File: src/rtl/interface_botoes.sv
// Purpose : conditions the four raw player buttons into one registered one-hot play
//           plus a single-cycle strobe per physical press (sync, debounce, multi-press
//           reject, release re-arm).
// Latency : a clean press settling before edge k strobes after edge k+2+N (N+3 edges).
//           There is no backpressure: the strobes are fire-and-forget.
// Ports   : clock/reset (async, active-high); botoes[3:0] raw buttons; habilita gate;
//           jogada[3:0] last valid play; tem_jogada valid-play strobe;
//           multipla multi-button strobe; db_estado[2:0] FSM state.
module interface_botoes #(
  parameter int DEBOUNCE_CYCLES = 20
) (
  input  logic       clock,
  input  logic       reset,
  input  logic [3:0] botoes,
  input  logic       habilita,
  output logic [3:0] jogada,
  output logic       tem_jogada,
  output logic       multipla,
  output logic [2:0] db_estado
);

  localparam int            CW      = $clog2(DEBOUNCE_CYCLES + 1);
  localparam logic [CW-1:0] CNT_MAX = CW'(DEBOUNCE_CYCLES);

  typedef enum logic [2:0] {
    OCIOSO         = 3'd0,
    FILTRANDO      = 3'd1,
    VALIDA         = 3'd2,
    INVALIDA       = 3'd3,
    AGUARDA_SOLTAR = 3'd4
  } estado_t;

  logic [3:0]    meta_q;
  logic [3:0]    sinc_q;
  logic [CW-1:0] cnt_q, cnt_d;
  logic          muda;
  logic          estavel;
  logic          um_botao;
  logic          varios;
  estado_t       estado_q, estado_d;
  logic [3:0]    jogada_q, jogada_d;
  logic          tem_q, tem_d;
  logic          mult_q, mult_d;

  // Two-flop synchroniser; everything downstream sees sinc_q only.
  always_ff @(posedge clock or posedge reset) begin
    if (reset) begin
      meta_q <= 4'd0;
      sinc_q <= 4'd0;
    end else begin
      meta_q <= botoes;
      sinc_q <= meta_q;
    end
  end

  // sinc_q is the sample latched last cycle; meta_q is the value sinc takes on this
  // edge. Comparing them clears the counter on the very edge sinc changes, so the
  // counter reads N once sinc has been unchanged for N+1 cycles.
  assign muda    = (meta_q != sinc_q);
  assign estavel = (cnt_q == CNT_MAX);

  always_comb begin
    cnt_d = cnt_q;
    if (muda) begin
      cnt_d = '0;
    end else if (!estavel) begin
      cnt_d = cnt_q + CW'(1);
    end
  end

  always_ff @(posedge clock or posedge reset) begin
    if (reset) begin
      cnt_q <= '0;
    end else begin
      cnt_q <= cnt_d;
    end
  end

  // x & (x-1) clears the lowest set bit: zero afterwards means at most one bit was set.
  assign um_botao = (sinc_q != 4'd0) && ((sinc_q & (sinc_q - 4'd1)) == 4'd0);
  assign varios   = (sinc_q != 4'd0) && !um_botao;

  // FSM: state register
  always_ff @(posedge clock or posedge reset) begin
    if (reset) begin
      estado_q <= OCIOSO;
    end else begin
      estado_q <= estado_d;
    end
  end

  // FSM: next state
  always_comb begin
    estado_d = estado_q;
    case (estado_q)
      OCIOSO: begin
        // A press seen while disabled is parked until it is released, so raising
        // habilita over a held button never turns it into a play.
        if (sinc_q != 4'd0) begin
          estado_d = habilita ? FILTRANDO : AGUARDA_SOLTAR;
        end
      end
      FILTRANDO: begin
        if (sinc_q == 4'd0) begin
          estado_d = OCIOSO;
        end else if (!habilita) begin
          estado_d = AGUARDA_SOLTAR;
        end else if (estavel && um_botao) begin
          estado_d = VALIDA;
        end else if (estavel && varios) begin
          estado_d = INVALIDA;
        end
      end
      VALIDA:   estado_d = AGUARDA_SOLTAR;
      INVALIDA: estado_d = AGUARDA_SOLTAR;
      AGUARDA_SOLTAR: begin
        if ((sinc_q == 4'd0) && estavel) begin
          estado_d = OCIOSO;
        end
      end
      default:  estado_d = OCIOSO;
    endcase
  end

  // FSM: outputs, computed from the next state so they are registered yet aligned
  // with the cycle spent in VALIDA / INVALIDA.
  always_comb begin
    jogada_d = jogada_q;
    tem_d    = 1'b0;
    mult_d   = 1'b0;
    if (estado_d == VALIDA) begin
      jogada_d = sinc_q;
      tem_d    = 1'b1;
    end
    if (estado_d == INVALIDA) begin
      mult_d = 1'b1;
    end
  end

  always_ff @(posedge clock or posedge reset) begin
    if (reset) begin
      jogada_q <= 4'd0;
      tem_q    <= 1'b0;
      mult_q   <= 1'b0;
    end else begin
      jogada_q <= jogada_d;
      tem_q    <= tem_d;
      mult_q   <= mult_d;
    end
  end

  assign jogada     = jogada_q;
  assign tem_jogada = tem_q;
  assign multipla   = mult_q;
  assign db_estado  = estado_q;

endmodule
File: config.mk
export PLATFORM = sky130hd
export DESIGN_NAME = interface_botoes
export DESIGN_NICKNAME = d
export VERILOG_FILES = /design/src/rtl/interface_botoes.sv
export SDC_FILE = /design/constraint.sdc
export NUM_CORES = 1
export LEC_CHECK = 0
export BUFFER_PORTS_ARGS = -buffer_cell sky130_fd_sc_hd__buf_2
export CAP_MARGIN = 15
export CELL_PAD_IN_SITES_DETAIL_PLACEMENT = 1
export CELL_PAD_IN_SITES_GLOBAL_PLACEMENT = 2
export CORE_MARGIN = 2
export CORE_UTILIZATION = 37
export CTS_BUF_LIST = sky130_fd_sc_hd__clkbuf_8
export DETAILED_ROUTE_END_ITERATION = 8
export PLACE_DENSITY_LB_ADDON = 0.1
export SKIP_LAST_GASP = 1
export SLEW_MARGIN = 20
export SYNTH_ARGS = -nofsm -noshare
export SYNTH_HDL_FRONTEND = slang
export SYNTH_SLANG_ARGS = --single-unit
File: constraint.sdc
create_clock -name clock -period 2.25 [get_ports clock]
set_input_delay 0.5625 -clock clock [delete_from_list [all_inputs] [get_ports clock]]
set_output_delay 0.5625 -clock clock [all_outputs]
set_load 0.01 [all_outputs]
Word-level counts from Yosys, hierarchy flattened --
Cells that the tools add are included.
Word-level totals: bits in registers 22, output and inout bits 9
Operators by class: $add $sub $neg 2, equal/unequal tests 9, muxes and demuxes 12, bitwise gates (word level) 1, reductions and logical operators 11
Operators by type and width (number):
- 3-bit 2-to-1 mux | 7
- 3-bit by 2-bit == test with 1-bit output, second input constant | 4
- 3-bit case mux with 4 select lines | 1
- 5-bit 2-to-1 mux | 2
- 4-bit logical NOT | 2
- 5-bit by 1-bit adder with 5-bit output, second input constant | 1
- 5-bit == test, second input constant | 1
- 1-bit logical AND | 5
- 4-bit AND | 1
- 4-bit inequality test | 1
- 4-bit nonzero test | 1
- 4-bit by 1-bit subtractor with 4-bit output, second input constant | 1
- 3-bit by 1-bit == test with 1-bit output, second input constant | 1
- 3-bit == test, second input constant | 1
- 3-bit logical NOT | 1
- 1-bit 2-to-1 mux | 2
- 2-bit inequality test, second input constant | 1
- 2-bit OR reduction | 1
- 1-bit logical NOT | 1

Longest topological paths before layout --
depth after elaboration 14, mapped depth 6

Worst setup path after synthesis --
Ideal clock, no wire load.
kind register to register, start point register cnt_q[0], end point register jogada_q[0] (netlist: jogada[0]), library setup time 125 ps, data arrival time 1658 ps, data required time 2125 ps, slack 467 ps, stages on the path, launching flop included 7, path buffers 0, period minus slack after synthesis 1783 ps, path through dfrtp_1 -> inv_1 -> ha_1 -> nand4b_4 -> or2_4 -> nor3_4 -> mux2_2
Between the ends: word-level cells in the longest chain between the ends 8, elaborated cells between the ends (all ways) 11, classes of those cells 2 x eq/ne; 6 x mux; 3 x reduce/logical
Ends and longest elaborated chain:
- start, declared | RTL line 35 | logic [CW-1:0] cnt_q, cnt_d;
- start signal, assigned | RTL line 75 | cnt_q <= cnt_d;
- 5-bit == test * | RTL line 60 | assign estavel = (cnt_q == CNT_MAX);
- 1-bit logical AND | RTL line 110 | end else if (estavel && varios) begin
- 3-bit 2-to-1 mux | RTL line 110
- 3-bit 2-to-1 mux | RTL line 108 | end else if (estavel && um_botao) begin
- 3-bit 2-to-1 mux | RTL line 106 | end else if (!habilita) begin
- 3-bit 2-to-1 mux | RTL line 104 | if (sinc_q == 4'd0) begin
- 3-bit case mux with 4 select lines * | RTL line 95 | case (estado_q)
- 3-bit by 2-bit == test with 1-bit output * | RTL line 131 | if (estado_d == VALIDA) begin
- end signal, assigned | RTL line 146 | jogada_q <= jogada_d;
- end, declared | RTL line 41 | logic [3:0] jogada_q, jogada_d;
Every way passes the cells marked *; elsewhere a longest branch is shown, timed or not. A chain may end at the register's enable or synchronous reset.

Final worst setup path --
start point register cnt_q[0], end point register jogada_q[2] (netlist: jogada[2])
The elaborated chain is that of the path after synthesis.

==> impl_metrics.yaml <==
sta:
  final_max_slew_viol_count: 0
  worst_slack_ns: 0.3394
  tns_ns: 0
  period_needed_ns: 1.911
  grt_setup_unrepaired: "no"
  final-setup-viol-count: 0
  final-hold-violation-count: 0
  final.period_utilization_pct: 84.92
  worstMarginPinSlew_ns: 0.2850
  fin_worst_skew_ns: 0.005999
  fmax_ghz: 0.5234
  slew_headroom_pct: 80.88
clocking:
  numCtsBuffers: 3
  htreeDepth: 1
  clockRootBuffer: "clkbuf_8"
  cts_tree: "yes"
  ctsLongestPathBuffers: 2
  cts_hold_buf: 0
  clk_pin_slew_worst_paths_ns: 0.08
  clk-insertion-delay-late_ns: 0.26
  cts.sinks: 22
  cts_resized: 0
  post_cts.repair.setup_buffers: 0
drt:
  dr.pass1.iters: 3
  ant_nets: 0
  wl_per_cell_um: 13.95
  totalWireLength_um: 1660
  avgViaCountPerCell: 4.933
  drt_iter0_markers: 2
  drc: 0
  num_vias: 587
global_route:
  grt_max_degree: 23
  track_usage_pct: 14.17
  grt_first_pass_wirelength_um: 2753
  grt_pass1_vias: 630
  grt_overflow: 0
  antenna_found_initial: 0
floorplanning:
  die_y_um: 53.17
  core_um2: 2255
  die_area_um2: 2827
  die_x_um: 53.17
  ios: 16
  rows: 17
  start_util_pct: 39.68
critical_path:
  cp-end-kind: "flip-flop"
  crit_path_start_kind: "flip-flop"
  required_ns: 2.40
  crit_chain: "inv_1 -> ha_1 -> nand4b_4 -> or2_4 -> nor3_4 -> mux2_2"
  critPathMaxStageDelay_ns: 0.42
  crit_type: "flip-flop to flip-flop"
  critPathMaxFanout: 8
  arrival_ns: 2.06
  cp_slowest_cell: "dfrtp_1"
yosys:
  synth-seq-area-share_pct: 61.54
  ys_ff_latch: 22
  netlist_instances: 71
  avgSynthCellArea_um2: 12.60
  syn_area_um2: 894.6
  ys_types: 19
  ys.warnings.count: 0
  syn_nets: 80
cells_and_area:
  diodes: 0
  layout_commonest_cell: "dfrtp_1"
  syn_to_final_growth_pct: 21.12
  utilization_pct: 48.06
  layout_common_cells: "22 x dfrtp_1, 15 x buf_2, 11 x nor2_1, 6 x xnor2_1"
  nNetsFinal: 101
  drive_above_1_share_pct: 30.77
power:
  p_leak_uw: 0.0005053
  peakVddDrop_v: 0.0005114
  netSwitchingPower_uw: 154.5
  p_per_area_nw_per_um2: 746.9
  seqPwrFrac_pct: 51.0
  p_sw_share_pct: 19.09
  pwr-share-clk_pct: 45.0
  combPwrFrac_pct: 4.0
  power.internal_uw: 654.8
placed_design:
  gp_congestion: 0.7251
  place_ws_ns: 0.3298
  io_buffers: 15
  hpwl_um: 1252
flow_run:
  max-cap-violations: 0
min_path:
  hp-class: "input pin to async pin"
run_status:
  status: "finished, final reports clean"
## cells in the mapped netlist (all sizes together)
cell | number | area [um2]
a211oi | 3 | 22.52
a21oi | 5 | 25.02
dfrtp | 22 | 550.5
ha | 2 | 25.02
inv | 5 | 18.77
mux2 | 4 | 45.04
nand3 | 3 | 20.02
nand4 | 1 | 6.260
nand4b | 1 | 23.77
nor2 | 11 | 41.29
nor3 | 3 | 26.28
o211ai | 1 | 7.510
o21ai | 1 | 5.000
or2 | 1 | 8.760
or4 | 1 | 7.510
xnor2 | 6 | 52.55
xor2 | 1 | 8.760
## power groups by stage
stage | clock, uW | sequential, uW | combinational [uW]
finish | 364 | 412 | 32.4
global route | 391 | 414 | 37.2
CTS | 376 | 413 | 33.9
detailed placement | 0 | 421 | 33.8
global placement | 0 | 420 | 33.0
floorplan | 0 | 418 | 21.9
## critical path: cells and delay by family, from the launching register on
kind	cells	cell delay (ns)
adders and majority gates	1	0.21
buffers and inverters	1	0.07
DFF	1	0.42
muxes	1	0.37
and+or+nand+nor	3	0.72
## area by class of cell
cell class              count  area (um2)
repair buffers             16       82.58
fillers                   255        1171
multi-input cells          44       325.3
well taps                  28       35.03
flip-flops and latches     22       550.5
clock inverters             1       30.03
inverters                   5       18.77
clock buffers               3       41.29
## through the flow
step / area (um2) / hold slack [ns] / power [uW] / std cells
finish: 1084 / 0.3188 / 809.2 / 119
global route: 1084 / 0.3302 / 842.6 / 119
CTS: 1084 / 0.3278 / 822.9 / 119
detailed placement: 1012 / 0.3834 / 454.5 / 115
global placement: 1012 / 0.3775 / 453.0 / 115
floorplan: 894.6 / 0.3727 / 439.9 / 71
## kinds of logic after synthesis
logic type                 share of synthesized area [%]
AOI/OAI and AO/OA                                  6.712
xor gates and xnor gates                           6.853
adders and majority gates                          2.797
buffers and inverters                              2.098
DFF                                                61.54
muxes                                              5.035
and+or+nand+nor                                    14.97
## metal layers
layer	global-route usage (%)	part of all wire [%]	up-vias
met4	7.692	0.96	0
li1	-	-	280
met5	0	0	-
met1	16.06	42	295
met2	24.38	54	10
met3	3.390	3.1	2
## final timing paths
path                       cells after the start  slack (ns)   endpoint      start
max in group asynchronous                      3        1.71   multipla      reset
max reg2reg                                    6        0.34  jogada[2]   cnt_q[0]
max                                            6        0.34  jogada[2]   cnt_q[0]
min in group clock                             1        0.40  meta_q[0]  botoes[0]
min                                            3        0.32  sinc_q[3]      reset
min reg2reg                                    0        0.40  sinc_q[2]  meta_q[2]
## state kept, by name, indices dropped and copies added (netlist names)
| register | flops |
|---|---|
| cnt_q | 5 |
| multipla | 1 |
| jogada | 4 |
| meta_q | 4 |
| db_estado | 3 |
| tem_jogada | 1 |
| sinc_q | 4 |
Note: power is estimated with default switching activity, not from simulation.
